[config.mk]
export PLATFORM = sky130hd
export DESIGN_NAME = cpu_run_ctrl
export DESIGN_NICKNAME = d
export VERILOG_FILES = /design/src/rtl/cpu_run_ctrl_pkg.sv /design/src/rtl/cpu_run_ctrl_btn_debounce.sv /design/src/rtl/cpu_run_ctrl.sv
export SDC_FILE = /design/constraint.sdc
export NUM_CORES = 1
export LEC_CHECK = 0
export ABC_AREA = 0
export CELL_PAD_IN_SITES_DETAIL_PLACEMENT = 1
export CELL_PAD_IN_SITES_GLOBAL_PLACEMENT = 1
export CORE_UTILIZATION = 41
export CTS_CLUSTER_DIAMETER = 80
export DETAILED_ROUTE_END_ITERATION = 8
export PLACE_DENSITY = 0.83
export SLEW_MARGIN = 10
export SYNTH_ARGS = -nofsm -noshare
export SYNTH_HDL_FRONTEND = slang
export SYNTH_SLANG_ARGS = --single-unit
export TNS_END_PERCENT = 30
[constraint.sdc]
create_clock -name clock -period 4.4 [get_ports clock]
set_input_delay 0.44 -clock clock [delete_from_list [all_inputs] [get_ports clock]]
set_output_delay 0.44 -clock clock [all_outputs]
set_load 0.005 [all_outputs]
[src/rtl/cpu_run_ctrl_pkg.sv]
// Shared definitions for the run/halt/single-step sequencer.
// The LED/debug mux decodes the exported state with these same encodings.
//   state_t : sequencer state (S_RST=0, S_HALT=1, S_RUN=2, S_STEP=3)
//   STATE_W : width of the exported state bus
package cpu_run_ctrl_pkg;

  localparam int unsigned STATE_W = 2;

  typedef enum logic [STATE_W-1:0] {
    S_RST  = 2'd0,
    S_HALT = 2'd1,
    S_RUN  = 2'd2,
    S_STEP = 2'd3
  } state_t;

endpackage

[src/rtl/cpu_run_ctrl_btn_debounce.sv]
// Button conditioner: 2-FF synchronizer, stability counter, rising-edge pulse.
//   clock : system clock
//   reset : asynchronous active-high reset
//   btn   : raw button level, asynchronous to clock
//   pulse : one-cycle pulse when the debounced level goes 0->1
// The debounced level changes only after DEB_CYCLES consecutive synchronized
// samples that differ from it, so a held button yields exactly one pulse.
module btn_debounce #(
  parameter logic [19:0] DEB_CYCLES = 20'd1_000_000
) (
  input  logic clock,
  input  logic reset,
  input  logic btn,
  output logic pulse
);

  logic [1:0]  sync;
  logic        level;
  logic [19:0] cnt;

  always_ff @(posedge clock or posedge reset) begin
    if (reset) begin
      sync  <= '0;
      level <= 1'b0;
      cnt   <= '0;
      pulse <= 1'b0;
    end else begin
      sync  <= {sync[0], btn};
      pulse <= 1'b0;
      if (sync[1] == level) begin
        cnt <= '0;
      end else if (cnt == DEB_CYCLES - 20'd1) begin
        level <= sync[1];
        cnt   <= '0;
        pulse <= sync[1];
      end else begin
        cnt <= cnt + 20'd1;
      end
    end
  end

endmodule

[src/rtl/cpu_run_ctrl.sv]
// Run/halt/single-step sequencer for the single-cycle MIPS core.
//   clock, reset        : system clock, asynchronous active-high reset
//   btn_run/step/halt   : raw board buttons (debounced internally)
//   pc, bp_addr, bp_en  : current PC, breakpoint address and compare enable
//   cpu_en              : core clock enable (combinational from state/bp_hit)
//   cpu_rst             : registered core reset hold
//   halted              : registered, 1 while in S_HALT
//   state               : current sequencer state
//   cycle_cnt           : saturating count of cycles with cpu_en=1
module cpu_run_ctrl
  import cpu_run_ctrl_pkg::*;
#(
  parameter logic [19:0] DEB_CYCLES = 20'd1_000_000,
  parameter int unsigned RST_HOLD   = 4,
  parameter logic        START_RUN  = 1'b0
) (
  input  logic        clock,
  input  logic        reset,
  input  logic        btn_run,
  input  logic        btn_step,
  input  logic        btn_halt,
  input  logic [31:0] pc,
  input  logic [31:0] bp_addr,
  input  logic        bp_en,
  output logic        cpu_en,
  output logic        cpu_rst,
  output logic        halted,
  output logic [1:0]  state,
  output logic [31:0] cycle_cnt
);

  localparam logic [7:0] HOLD_LAST = 8'(RST_HOLD - 1);

  state_t      state_q, state_d;
  logic [7:0]  hold_cnt;
  logic        bp_skip;
  logic        bp_hit;
  logic        run_p, step_p, halt_p;
  logic [31:0] cnt_q;

  btn_debounce #(.DEB_CYCLES(DEB_CYCLES)) u_deb_run (
    .clock(clock), .reset(reset), .btn(btn_run), .pulse(run_p)
  );
  btn_debounce #(.DEB_CYCLES(DEB_CYCLES)) u_deb_step (
    .clock(clock), .reset(reset), .btn(btn_step), .pulse(step_p)
  );
  btn_debounce #(.DEB_CYCLES(DEB_CYCLES)) u_deb_halt (
    .clock(clock), .reset(reset), .btn(btn_halt), .pulse(halt_p)
  );

  always_comb begin
    state_d = state_q;
    cpu_en  = 1'b0;
    bp_hit  = 1'b0;
    unique case (state_q)
      S_RST: begin
        if (hold_cnt == HOLD_LAST) state_d = START_RUN ? S_RUN : S_HALT;
      end
      S_HALT: begin
        if (halt_p)      state_d = S_HALT;
        else if (step_p) state_d = S_STEP;
        else if (run_p)  state_d = S_RUN;
      end
      S_STEP: begin
        cpu_en  = 1'b1;
        state_d = S_HALT;
      end
      S_RUN: begin
        // The breakpoint instruction itself is not executed; bp_skip lets a
        // resume execute it once.
        bp_hit = bp_en && (pc == bp_addr) && !bp_skip;
        cpu_en = !bp_hit;
        if (bp_hit || halt_p) state_d = S_HALT;
      end
      default: state_d = S_RST;
    endcase
  end

  always_ff @(posedge clock or posedge reset) begin
    if (reset) begin
      state_q  <= S_RST;
      cpu_rst  <= 1'b1;
      halted   <= 1'b0;
      hold_cnt <= '0;
      bp_skip  <= 1'b0;
      cnt_q    <= '0;
    end else begin
      state_q <= state_d;
      cpu_rst <= (state_d == S_RST);
      halted  <= (state_d == S_HALT);
      if (state_q == S_RST) hold_cnt <= hold_cnt + 8'd1;
      if (state_q == S_HALT && state_d == S_RUN) bp_skip <= 1'b1;
      else if (state_q == S_RUN)                 bp_skip <= 1'b0;
      if (cpu_en && cnt_q != '1) cnt_q <= cnt_q + 32'd1;
    end
  end

  assign state     = state_q;
  assign cycle_cnt = cnt_q;

endmodule

==> results of run 1 <==
-- cell families (layout without fill, tap and decap cells) --
kind of cell,Yosys count,in the layout,synth area share [%]
AND/OR/NAND/NOR,294,294,26.5
XOR/XNOR,119,119,17.3
flip-flops,117,117,48.7
buffers and inverters,31,161,2.33
AO/OA/AOI/OAI,26,26,3.22
adder cells (fa/ha/maj),5,5,1.04
multiplexers,5,5,0.935
-- registers in the layout, summed over array words and instances (netlist names) --
name              flops
u_deb_halt.pulse      1
u_deb_run.level       1
u_deb_halt.cnt       20
cpu_rst               1
u_deb_halt.sync       2
u_deb_step.pulse      1
u_deb_step.level      1
cycle_cnt            32
u_deb_step.cnt       20
u_deb_halt.level      1
bp_skip               1
halted                1
u_deb_run.cnt        20
state                 2
hold_cnt              8
u_deb_run.sync        2
u_deb_run.pulse       1
u_deb_step.sync       2
-- final cells by class --
class	count	area (um2)	share of cell area (%)
Multi-Input combinational cell	449	2950	37.5
Sequential cell	117	2930	37.2
Timing Repair Buffer	109	1100	13.9
Clock buffer	18	429	5.45
Tap cell	180	225	2.86
Clock inverter	14	161	2.05
Inverter	20	77.6	0.986
-- worst max-delay path, cell delays in order --
cell and delay (ns):
clkdlybuf4s50_1 0.43, xor2_1 0.19, nor4_1 0.33, nand4_1 0.22, nor4_4 0.24, buf_4 0.32
nor2_1 0.08, clkdlybuf4s50_1 0.45
-- power by group --
part / switching (mW) / internal [mW] / total [mW] / leakage [nW]
combinational: 0.0742 / 0.0822 / 0.156 / 1.33
clock: 0.502 / 0.884 / 1.39 / 0.289
sequential: 0.00842 / 1.09 / 1.09 / 1.48
total: 0.585 / 2.05 / 2.64 / 3.09
-- per-layer routing --
metal | share of wire, % | vias up
met5 | 0 | -
met4 | 2.3 | 0
met3 | 5.4 | 32
met2 | 52 | 140
met1 | 41 | 2488
li1 | - | 2327
-- cells in the final DEF, fill, tap and decap left out, drive strengths merged, types with 22 or more instances in the layout --
cell type / synthesis / layout
dfrtp: 116 / 116
clkdlybuf4s50: 0 / 106
xor2: 85 / 85
nor2: 77 / 77
nand3: 44 / 44
nand2: 37 / 37
xnor2: 34 / 34
nor4: 29 / 29
nor3: 26 / 26
nand4: 22 / 22
-- how the worst min path moves through the flow --
stage / endpoint / start / cells past startpoint / slack (ns)
6_report: u_deb_run.sync[1] / u_deb_run.sync[0] / 0 / 0.35
4_1_cts: u_deb_run.sync[1] / u_deb_run.sync[0] / 0 / 0.35
3_3_place_gp: u_deb_run.sync[1] / u_deb_run.sync[0] / 0 / 0.34
3_5_place_dp: u_deb_run.sync[1] / u_deb_run.sync[0] / 0 / 0.34
2_1_floorplan: u_deb_halt.sync[1] / u_deb_halt.sync[0] / 0 / 0.33
5_1_grt: u_deb_run.sync[1] / u_deb_run.sync[0] / 0 / 0.37
-- stage by stage --
step	worst slack (ns)	std cells	util [%]	hold WS (ns)	total power, mW
after global routing	1.06	907	55.8	0.369	2.73
after CTS	1.22	907	55.8	0.349	2.66
after global placement	1.31	875	51.6	0.336	1.27
after floorplan	0.861	597	-	0.331	1.18
final	1.25	907	55.8	0.347	2.64
after detailed placement	1.24	875	51.6	0.336	1.27
==> key figures, run 1 <==
GRT
  • GR Util All Layers: 22.7%
  • First-pass GRT wire length: 26600 um
  • GR Util met3: 4.94%
  • Gr busiest metal: met2
  • Largest net degree at the start of global routing: 118
  • Met2 Use GR: 40.4%
  • Antenna violations before repair: 0
  • Grt met1 use: 26.1%
  • Global route total overflow: 0
  • Vias in the first global route: 5437

Detailed routing
  • Final ANT Viol Nets: 0
  • Remaining DRCs: 0
  • WL per Instance: 17.7 um
  • First-pass iteration count of the detailed router: 4
  • Via/cell ratio: 5.50
  • Via count: 4987
  • Final wirelength: 16000 um
  • Initial DRC count: 276

Clocking
  • Postcts setup bufs: 0
  • Cts bufs inserted: 17
  • # H-tree levels: 4
  • Clk pin slew, worst setup/hold paths: 0.05 ns
  • Hold Buf Count CTS: 0
  • Clock Sinks: 117
  • Clock buffer depth: 2
  • Clock root buffer: clkbuf_16
  • Worst skew pair latency: 0.42 ns
  • CTS tree: built
  • Post-cts sizing count: 0

Die
  • Core footprint: 0.0141 mm2
  • Starting Density: 42.7%
  • Num rows: 43
  • Die width: 123 um
  • Die area: 0.0152 mm2
  • Die height: 123 um
  • Io pins: 107

Finish
  • Nets: 789
  • P&R area growth vs syn: 30.7%
  • Layout cells sized above 1: 7.29%
  • Fin area: 0.00787 mm2
  • # fillers: 1533
  • Number of diodes: 0

Setup path
  • R2R Path Start: cycle_cnt[2]
  • CP Capture Type: output pin
  • Crit path max fanout: 25
  • Startpoint Class: input pin
  • Worst r2r dst: cycle_cnt[28]
  • Worst EP required: 3.96 ns
  • Worst R2R Path Depth: 7
  • End of the critical path: cpu_en
  • Crit path DAT: 2.71 ns
  • WS Path Type: input pin to output pin
  • Setup crit start: bp_addr[12]
  • FF-to-FF setup slack: 1.63 ns

Place
  • Port Buffers: 106
  • Final Wtd Congestion: 0.825
  • Area after DPL: 0.00728 mm2
  • DPL Wire Length: 11100 um

Yosys
  • Synth warn: 0
  • Top FF cell, synth: dfrtp_1
  • Syn Inst Count: 597
  • Seq/Total Area, Yosys: 48.7%
  • Synth top cells by count: dfrtp_1 (116), xor2_1 (85), nor2_1 (77)
  • Post-synth top area cell: dfrtp_1
  • Post-Syn Nets: 672
  • Number of synthesized flops with an enable pin: 0
  • #FFs+latches synth: 117
  • Cell variety after synth: 49
  • Syn_area_per_cell: 10.1 um2
  • Share of Yosys cell area claimed by the top area cell type: 48.2%
  • Synthesized area: 0.00602 mm2
  • Fraction of registers with async set/reset: 100%
  • Most numerous cell in the Yosys netlist: dfrtp_1
  • Area contributors post-synth: dfrtp_1 (48%), xor2_1 (12%), xnor2_1 (4.9%)

Flow run
  • Max Cap Viol: 0

STA
  • Clock skew: 0.00571 ns
  • RSZ-0062 raised after global routing: no
  • Crit share post-route: 71.7%
  • Final setup viols: 0
  • Worst-Margin Slew: 1.04 ns
  • Max_slew headroom: 30.3%
  • Max Freq: 317 MHz
  • Tmin final: 3.15 ns
  • Setup TNS: 0 ns
  • Fin. max-slew vios: 0
  • Final hold viol count: 0

Min path
  • Hold Crit Class: flip-flop to flip-flop

Pwr
  • Pwr dens: 335 mW/mm2
  • Leak: 3.09 nW
  • Peak supply drop: 0.271 mV

Run status
  • Status: finished clean
Power figures use the tool's default switching activity.
==> inputs of run 2 (changes only) <==
--- a/config.mk
+++ b/config.mk
@@ -8,10 +8,10 @@
 export ABC_AREA = 0
 export CELL_PAD_IN_SITES_DETAIL_PLACEMENT = 1
 export CELL_PAD_IN_SITES_GLOBAL_PLACEMENT = 1
-export CORE_UTILIZATION = 41
+export CORE_UTILIZATION = 37
 export CTS_CLUSTER_DIAMETER = 80
 export DETAILED_ROUTE_END_ITERATION = 8
-export PLACE_DENSITY = 0.83
+export PLACE_DENSITY = 0.79
 export SLEW_MARGIN = 10
 export SYNTH_ARGS = -nofsm -noshare
 export SYNTH_HDL_FRONTEND = slang
==> constraint.sdc (replaced) <==
create_clock -name clock -period 2.8 [get_ports clock]
set_input_delay 0.28 -clock clock [delete_from_list [all_inputs] [get_ports clock]]
set_output_delay 0.28 -clock clock [all_outputs]
set_load 0.005 [all_outputs]
==> run 2 against run 1 <==
  * Hold slack worse by 0.044 ns
  * Register-to-register slack worse by 1.3 ns
  * Cell area up 1.5%
  * Sequential share of layout area down 0.57 points
  * Via count down 1.7%
  * Critical path type unchanged
  * Largest cell class unchanged
==> key figures, run 2 (synthesized netlist as in run 1, its figures left out) <==
Detailed routing
  • First-pass iteration count of the detailed router: 4
  • Final wirelength: 15700 um
  • Via/cell ratio: 5.15
  • Via count: 4900
  • Final ANT Viol Nets: 0
  • Initial DRC count: 149
  • Remaining DRCs: 0
  • WL per Instance: 16.5 um

STA
  • Final setup viols: 0
  • Crit share post-route: 95.1%
  • Max Freq: 375 MHz
  • Fin. max-slew vios: 0
  • Max_slew headroom: 35.3%
  • Hold_ws: 0.303 ns
  • Worst-Margin Slew: 0.968 ns
  • Final hold viol count: 0
  • Final worst slack: 0.137 ns
  • Tmin final: 2.66 ns
  • Setup TNS: 0 ns
  • Clock skew: 0.0145 ns
  • RSZ-0062 raised after global routing: no

Setup path
  • Startpoint Class: input pin
  • Crit path DAT: 2.38 ns
  • CP Capture Type: output pin
  • Worst R2R Path Depth: 7
  • Crit path max fanout: 2
  • Worst EP required: 2.52 ns
  • WS Path Type: input pin to output pin
  • Worst r2r dst: cycle_cnt[16]
  • FF-to-FF setup slack: 0.31 ns
  • R2R Path Start: cycle_cnt[3]

Min path
  • Min-delay src: btn_run
  • Hold path cells: 1
  • Worst hold endpoint: u_deb_run.sync[0]
  • Hold Crit Class: input pin to flip-flop

Pwr
  • Peak supply drop: 0.530 mV
  • Sw Ratio: 21.4%
  • Comb power frac: 6.3%
  • Clock power frac: 51.7%
  • NetSw: 878 uW
  • Pwr dens: 513 mW/mm2
  • Leak: 3.13 nW
  • Sequential share of power: 42.0%
  • Pint: 3.22 mW
  • Power Total: 4.10 mW

GRT
  • Vias in the first global route: 5270
  • Largest net degree at the start of global routing: 40
  • Global route total overflow: 0
  • Antenna violations before repair: 0
  • GR Util All Layers: 19.9%
  • First-pass GRT wire length: 25800 um

Clocking
  • Clock buffer depth: 2
  • # H-tree levels: 4
  • Hold Buf Count CTS: 0
  • CTS tree: built
  • Postcts setup bufs: 0
  • Clock root buffer: clkbuf_16
  • Post-cts sizing count: 0
  • Clk pin slew, worst setup/hold paths: 0.05 ns
  • Clock Sinks: 117
  • Cts bufs inserted: 17
  • Worst skew pair latency: 0.42 ns

Finish
  • Number of diodes: 0
  • Fin area: 0.00799 mm2
  • Final Core Density: 50.3%
  • Multi-input gate area: 0.00295 mm2
  • Nets: 797
  • P&R area growth vs syn: 32.7%
  • Max reg flops: 32
  • Layout cells sized above 1: 7.89%
  • Cell Count, Final, Fillers Out: 951
  • # fillers: 1762
  • Most common cell after layout, fill and taps aside: dfrtp_1
  • Seq. cell area: 0.00293 mm2
  • Most frequent cells in the layout: dfrtp_1 (116), clkdlybuf4s50_1 (106), xor2_1 (85), nor2_1 (77), nand3_1 (44)

Die
  • Die width: 130 um
  • Core footprint: 0.0159 mm2
  • Die area: 0.0168 mm2
  • Starting Density: 37.9%
  • Num rows: 46
  • Io pins: 107
  • Die height: 130 um

Flow run
  • Max Cap Viol: 0

Run status
  • Status: finished clean

Place
  • Placed cell count: 919
  • Port Buffers: 106
  • DPL Wire Length: 11600 um
  • Pre-CTS WS: 0.119 ns
  • Area after DPL: 0.00741 mm2
  • Final Wtd Congestion: 0.865
==> run 2: cell count changes in the layout (fill, tap and decap cells not counted), sizes merged <==
| cell | before | now |
|---|---|---|
| clkbuf | 18 | 24 |
| inv | 20 | 19 |
| clkinv | 9 | 4 |
| bufinv | 3 | 2 |
| buf | 3 | 11 |
| clkinvlp | 2 | 3 |
==> run 2: power by group through the flow <==
stage	logic (mW)	clock network, mW	registers [mW]
3_5_place_dp	0.262	0	1.75
3_3_place_gp	0.252	0	1.75
2_1_floorplan	0.108	0	1.75
5_1_grt	0.285	2.24	1.72
6_report	0.257	2.12	1.72
4_1_cts	0.263	2.17	1.72
==> run 2: worst max-delay path by stage <==
stage / from / endpoint / slack [ns] / cells past startpoint
final: pc[19] / cpu_en / 0.14 / 7
after global routing: pc[19] / cpu_en / 0.03 / 7
after CTS: pc[19] / cpu_en / 0.11 / 7
after detailed placement: pc[19] / cpu_en / 0.12 / 7
after global placement: bp_addr[12] / cpu_en / 0.24 / 7
after floorplan: u_deb_step.cnt[0] / u_deb_step.cnt[10] / 0.77 / 8
==> run 2: critical path, cell delays in order <==
cell and delay [ns]:
clkdlybuf4s50_1 0.42, nor2b_1 0.15, nor4_1 0.33, nand4_1 0.26
nor4_4 0.37, nor2_1 0.10, clkdlybuf4s50_1 0.46
==> run 2: layer usage <==
metal	up-vias	global-route usage, %	wire length, um
met5	-	0	0
met4	0	5.47	196
li1	2339	-	-
met3	18	6.07	823
met2	110	36.5	8060
met1	2433	22.2	6580
==> run 2: layout make-up <==
cell class	count	area share, %
Clock buffer	24	6.03
Clock inverter	8	1.24
Inverter	20	0.987
Multi-Input combinational cell	449	36.9
Sequential cell	117	36.7
Tap cell	216	3.38
Timing Repair Buffer	117	14.8
==> inputs of run 3 (changes only) <==
--- a/config.mk
+++ b/config.mk
@@ -9,10 +9,9 @@
 export CELL_PAD_IN_SITES_DETAIL_PLACEMENT = 1
 export CELL_PAD_IN_SITES_GLOBAL_PLACEMENT = 1
 export CORE_UTILIZATION = 37
-export CTS_CLUSTER_DIAMETER = 80
+export CTS_CLUSTER_DIAMETER = 60
 export DETAILED_ROUTE_END_ITERATION = 8
 export PLACE_DENSITY = 0.79
-export SLEW_MARGIN = 10
 export SYNTH_ARGS = -nofsm -noshare
 export SYNTH_HDL_FRONTEND = slang
 export SYNTH_SLANG_ARGS = --single-unit
==> results of run 3 <==
Same layout as run 2: the final DEF is identical, and so are final timing and power.
